--- src/rtl/accel.sv ---
// accel: y = 3a + 2*floor(cbrt(b)) via restoring cube root on a shared shift-add multiplier.
module accel (
   input  logic        clk_i,
   input  logic        rst_i,
   input  logic        start_i,
   input  logic [7:0]  a_in,
   input  logic [7:0]  b_in,
   output logic        busy_out,
   output logic [15:0] y_out
);
   typedef enum logic [2:0] {IDLE, ROOT_SHIFT, ROOT_MUL, ROOT_CMP, SUM} state_t;
   state_t      state;
   logic [7:0]  a_r, x_r, root_r, mp_r;
   logic [2:0]  s_r, cnt_r;
   logic [15:0] mc_r, acc_r;
   logic [7:0]  r2;
   logic [23:0] cand;
   assign r2   = {root_r[6:0], 1'b0};
   // 24 bits so (3t+1)<<6 never truncates
   assign cand = (({8'd0, acc_r} << 1) + {8'd0, acc_r} + 24'd1) << s_r;
   always_ff @(posedge clk_i or negedge rst_i) begin
      if (!rst_i) begin
         state    <= IDLE;
         busy_out <= 1'b0;
         y_out    <= 16'd0;
         a_r      <= 8'd0;
         x_r      <= 8'd0;
         root_r   <= 8'd0;
         mp_r     <= 8'd0;
         s_r      <= 3'd0;
         cnt_r    <= 3'd0;
         mc_r     <= 16'd0;
         acc_r    <= 16'd0;
      end else begin
         case (state)
            IDLE: if (start_i) begin
               a_r      <= a_in;
               x_r      <= b_in;
               root_r   <= 8'd0;
               s_r      <= 3'd6;
               busy_out <= 1'b1;
               state    <= ROOT_SHIFT;
            end
            ROOT_SHIFT: begin
               root_r <= r2;
               mc_r   <= {8'd0, r2};
               mp_r   <= r2 + 8'd1;
               acc_r  <= 16'd0;
               cnt_r  <= 3'd0;
               state  <= ROOT_MUL;
            end
            ROOT_MUL: begin
               if (mp_r[0]) acc_r <= acc_r + mc_r;
               mc_r  <= mc_r << 1;
               mp_r  <= mp_r >> 1;
               cnt_r <= cnt_r + 3'd1;
               if (cnt_r == 3'd7) state <= ROOT_CMP;
            end
            ROOT_CMP: begin
               if ({16'd0, x_r} >= cand) begin
                  x_r    <= x_r - cand[7:0];
                  root_r <= root_r + 8'd1;
               end
               if (s_r == 3'd0) state <= SUM;
               else begin
                  s_r   <= s_r - 3'd3;
                  state <= ROOT_SHIFT;
               end
            end
            SUM: begin
               y_out    <= {7'd0, a_r, 1'b0} + {8'd0, a_r} + {7'd0, root_r, 1'b0};
               busy_out <= 1'b0;
               state    <= IDLE;
            end
            default: state <= IDLE;
         endcase
      end
   end
endmodule

--- config.mk ---
export PLATFORM = sky130hd
export DESIGN_NAME = accel
export DESIGN_NICKNAME = d
export VERILOG_FILES = /design/src/rtl/accel.sv
export SDC_FILE = /design/constraint.sdc
export NUM_CORES = 1
export LEC_CHECK = 0
export ABC_CLOCK_PERIOD_IN_PS = 7250
export CAP_MARGIN = 40
export CORE_MARGIN = 5
export CORE_UTILIZATION = 42
export DETAILED_ROUTE_END_ITERATION = 10
export PLACE_DENSITY = 0.6
export SETUP_SLACK_MARGIN = 0.3
export SYNTH_ARGS = -nofsm -noshare
export SYNTH_HDL_FRONTEND = slang
export SYNTH_SLANG_ARGS = --single-unit
--- constraint.sdc ---
create_clock -name clk_i -period 7.25 [get_ports clk_i]
set_input_delay 1.8125 -clock clk_i [delete_from_list [all_inputs] [get_ports clk_i]]
set_output_delay 1.8125 -clock clk_i [all_outputs]
set_load 0.02 [all_outputs]
Yosys cells after proc, flatten, opt, wreduce, memory -nomap -nowiden
Cells that the tools add are included.
- input port bits: 19
- output and inout port bits: 17
- logic and storage cells: 66
- register bits after elaboration: 90
- equal/unequal tests: 10
- magnitude comparators: 1
- reductions and logical operators: 13
- add/sub/neg operators: 10
- multiplexer cells: 20
- shift operators: 1
- operators by type and width (operator ; number):
    $pmux W16 S2 ; 2
    $mux W8 ; 4
    $pmux W8 S2 ; 2
    $ge A8 B24 Y1 ; 1
    $pmux W8 S3 ; 1
    $shl A19 B3 Y24 ; 1
    $add A18 B1 Y19 const B ; 1
    $add A17 B16 Y18 ; 1
    $add A16 B16 Y16 ; 1
    $add A8 B1 Y8 const B ; 2
    $mux W16 ; 1
    $mux W3 ; 5
    $pmux W3 S2 ; 2
    $pmux W3 S4 ; 1
    $add A10 B9 Y11 ; 1
    $add A9 B8 Y10 ; 1
    $ne A2 B2 Y1 const B ; 5
    $reduce_and A3 Y1 ; 3
    $reduce_and A2 Y1 ; 4
    $sub A8 B8 Y8 ; 1
    $eq A3 B2 Y1 const B ; 2
    $eq A3 B3 Y1 const B ; 2
    $logic_not A3 Y1 ; 2
    $reduce_bool A2 Y1 ; 3
    6 further kinds ; 6

Logic depth before layout (Yosys ltp)
- depth in word-level cells: 6
- gate-level depth with buffers: 19
- depth with buffers taken out: 18

Least setup slack after synthesis
Ideal clock, no wire load.
- path type: reg-to-reg
- start: reg acc_r[1]
- end: reg root_r[1]
- period minus slack after synthesis: 4228 ps
- slack: 3022 ps
- stages on the path, launching flop included: 20
- required time: 7122 ps
- arrival: 4101 ps
- path buffers: 1
- cells stage by stage: dfrtp_1 -> inv_1 -> fa_1 -> nand2b_1 -> a21oi_1 -> xnor2_1 -> nor2_1 -> a21oi_1 -> mux4_2 -> ha_1 -> o21ai_0 -> nand2b_1 -> o211a_1 -> o221a_2 -> o211ai_1 -> a2111o_1 -> nor3_2 -> a21bo_2 -> buf_2 -> mux2_1
- longest elaborated chain between the ends: 6
- ends and longest elaborated chain (item ; RTL line ; RTL):
    start, declared ; 15 ; logic [15:0] mc_r, acc_r;
    start signal, assigned ; 53 ; if (mp_r[0]) acc_r <= acc_r + mc_r;
    $add A17 B16 Y18 ; 20 ; assign cand = (({8'd0, acc_r} << 1) + {8'd0, acc_r} + 24'd1) << s_r;
    $add A18 B1 Y19 ; 20 ;
    $shl A19 B3 Y24 ; 20 ;
    $ge A8 B24 Y1 ; 60 ; if ({16'd0, x_r} >= cand) begin
    $ne A2 B2 Y1 (no source line) ; - ;
    $reduce_and A3 Y1 (no source line) ; - ;
    end signal, assigned ; 45 ; root_r <= r2;
    end signal, assigned ; 62 ; root_r <= root_r + 8'd1;
    end, declared ; 13 ; logic [7:0] a_r, x_r, root_r, mp_r;
Every way passes these cells.
A chain may end at the register's enable or synchronous reset.

Final worst setup path
- start: reg acc_r[1]
- end: reg x_r[1]
- longest elaborated chain between the ends: 6
- ends and longest elaborated chain (item ; RTL line ; RTL):
    $add A17 B16 Y18 * ; 20 ;
    $add A18 B1 Y19 * ; 20 ;
    $shl A19 B3 Y24 * ; 20 ;
    $ge A8 B24 Y1 or $sub A8 B8 Y8 (tied branches) ; 60, 61 ;
    $ne A2 B2 Y1 (no source line) or $mux W8 (tied branches) ; - ;
    $reduce_and A3 Y1 (no source line) or $pmux W8 S2 (tied branches) ; - ;
    end signal, assigned ; 38 ; x_r <= b_in;
    end signal, assigned ; 61 ; x_r <= x_r - cand[7:0];
    end, declared ; 13 ;
Every way passes the cells marked *; elsewhere a longest branch is shown, timed or not. The select of a mux whose other input is x is not followed.

==> results.py <==
metrics = {
    "status": {
        "status": "completed",
    },
    "detailed_routing": {
        "drc": 0,
        "routed_wl_um": 14900,
        "drt_pass1_iterations": 6,
        "wl_per_cell_um": 17.0,
        "num_vias": 5190,
        "via_per_inst": 5.89,
        "drt_iter0_drc": 323,
        "ant_nets": 0,
    },
    "placement": {
        "dp.cells": 865,
        "numPortBuffers": 30,
        "pre_cts_ws_ns": 2.40,
        "dp_hpwl_um": 11500,
        "gp_congestion": 0.891,
    },
    "die": {
        "num_rows": 44,
        "core_sq_um": 14500,
        "die_w_um": 131,
        "die_h_um": 131,
        "ios": 36,
        "dieArea_sq_um": 17200,
        "start_util": 0.426,
    },
    "synthesis": {
        "synthArstFlopShare": 1.00,
        "ys_types": 75,
        "synthesis.area_sq_um": 6170,
        "synth_top_area_cell": "dfrtp_1",
        "synth_flop_cell": "dfrtp_1",
        "syn_area_per_cell_sq_um": 9.08,
        "synthCells": 679,
        "synth_seq_cells": 83,
        "yosysSeqAreaShare": 0.337,
        "synth_top_area_frac": 0.337,
        "yosys_warnings": 0,
        "synth_area_leaders": "dfrtp_1 (34%), ha_1 (11%), nand2_1 (4.4%), fa_1 (3.6%), o21ai_0 (3.5%)",
        "synth_edf_count": 0,
    },
    "final_layout": {
        "nets": 774,
        "syn2layout_area_growth_pct": 12.3,
        "final_cell_mix": "dfrtp_1 (83), nand2_1 (72), ha_1 (52), o21ai_0 (43), a21oi_1 (36)",
        "fillers": 1365,
        "stdcell_count": 881,
        "drive_gt1_frac": 0.0574,
        "final_common_cell": "dfrtp_1",
        "diodes": 0,
    },
    "pwr": {
        "ir_drop_mv": 0.156,
        "power_density_nw_per_um2": 402,
        "p_leak_nw": 3.18,
    },
    "sta": {
        "skew_ns": 0.0111,
        "setup_tns_ns": 0,
        "rsz0062_at_grt": "false",
        "fin_crit_sh": 0.673,
        "setup_viol": 0,
        "tightestPinTransition_ns": 0.767,
        "finalHoldViolations": 0,
        "setup_ws_ns": 2.37,
        "hold_ws_ns": 0.472,
        "final_max_slew_viol_count": 0,
        "finalCriticalPeriod_ns": 4.88,
        "relSlewSlack": 0.476,
        "max_freq_ghz": 0.205,
    },
    "clock_tree": {
        "cts_buffers": 9,
        "clock_latency_ns": 0.34,
        "tritoncts": "done",
        "ctsHoldBuffers": 0,
        "cts_resized": 0,
        "clockBufferDepth": 2,
        "cts_sinks": 83,
        "cts.clk_slew.worst_paths_ns": 0.06,
        "root_buffer": "clkbuf_16",
        "htreeDepth": 3,
        "postCtsSetupRepairBufs": 0,
    },
    "job": {
        "max_cap_violations": 0,
    },
    "grt": {
        "grt_overflow": 0,
        "antenna_found_initial": 0,
        "grt_max_degree": 44,
        "grt_use_total": 0.178,
        "grt_pass1_wl_um": 26200,
        "grt_pass1_vias": 5263,
    },
    "critical_path": {
        "reg2reg_from": "acc_r[1]",
        "worstPathRequired_ns": 7.45,
        "cp-start-kind": "register",
        "reg2reg_depth": 17,
        "r2r_end": "x_r[1]",
        "arrival_ns": 5.08,
        "cp_max_fo": 13,
        "end_kind": "register",
        "reg2reg_setup_slack_ns": 2.37,
        "crit_type": "reg2reg",
    },
    "min_path": {
        "whs_path_depth": 2,
        "hp-class": "reg2reg",
        "hp-start": "busy_out",
        "min_to": "busy_out",
    },
}
flip-flops by register name, summed over array words and instances (netlist names):
signal,count
state,3
s_r,3
root_r,8
y_out,11
acc_r,15
mp_r,8
busy_out,1
a_r,8
mc_r,15
x_r,8
cnt_r,3
routing by layer:
metal / GRT usage / vias to the layer above / part of all wire
li1: - / 2525 / -
met1: 0.242 / 2538 / 0.48
met2: 0.294 / 107 / 0.48
met3: 0.0260 / 20 / 0.030
met4: 0.0531 / 0 / 0.016
met5: 0 / - / 0
power by group:
part	internal, mW	switching, mW	leakage [nW]
registers	0.587	0.163	1.10
clock network	0.304	0.197	0.156
logic	0.644	0.893	1.93
total	1.54	1.25	3.18
worst max-delay path, stage by stage (launching register included):
cell and delay [ns]:
dfrtp_1 0.43, inv_1 0.13, fa_1 0.46, nand2b_1 0.20, a21oi_1 0.25, xnor2_1 0.15, nor2_1 0.10, a21oi_1 0.06
mux4_2 0.49, ha_1 0.35, nand4_1 0.12, o21ai_0 0.19, o221a_2 0.22, o211ai_1 0.08, a2111o_1 0.38, nor4b_4 0.68
and2_1 0.37, o31ai_1 0.10
Yosys cell counts, drive strengths merged, types with 9 or more instances:
master  instances
fa             11
xnor2          16
nand2          72
a21oi          36
a21o           10
ha             52
o21ai          46
dfrtp          83
inv            34
nor3           15
o21bai         10
nand2b          9
o21a            9
buf            13
nand3          35
and3            9
a31oi          10
a221o          10
xor2           12
a22o           11
clkbuf         23
nor2           31
per-stage QoR:
stage           util  instance area (sq um)  total power [mW]
2_1_floorplan      -                   6180              1.92
3_3_place_gp   0.454                   6570              2.24
3_5_place_dp   0.456                   6600              2.29
4_1_cts        0.478                   6930              2.81
5_1_grt        0.478                   6930              3.03
6_report       0.478                   6930              2.79
cells by family (layout without fill, tap and decap cells):
logic type / Yosys count / count (layout) / share of synthesized area
other cells: 2 / 6 / 0.00122
flops: 83 / 83 / 0.337
xor+xnor: 28 / 28 / 0.0398
fa+ha+maj: 63 / 63 / 0.141
simple gates: 207 / 207 / 0.165
buf+inv: 71 / 85 / 0.0477
mux: 13 / 13 / 0.0262
compound gates: 212 / 212 / 0.242
worst max path at each step:
stage | start | end | cells after the start | slack, ns
3_3_place_gp | acc_r[1] | x_r[1] | 18 | 2.61
3_5_place_dp | acc_r[2] | x_r[1] | 17 | 2.40
6_report | acc_r[1] | x_r[1] | 17 | 2.37
2_1_floorplan | acc_r[1] | root_r[1] | 19 | 3.02
5_1_grt | acc_r[2] | x_r[1] | 17 | 1.99
4_1_cts | acc_r[2] | x_r[1] | 17 | 2.39
area by class of cell:
type	instances	area, sq um	share of cell area
Tap cell	184	230	0.0332
Clock inverter	7	98.8	0.0143
Clock buffer	9	225	0.0325
Inverter	35	131	0.0190
Multi-Input combinational cell	529	3820	0.552
Timing Repair Buffer	34	344	0.0497
Sequential cell	83	2080	0.300
(Power assumes the default switching activity.)
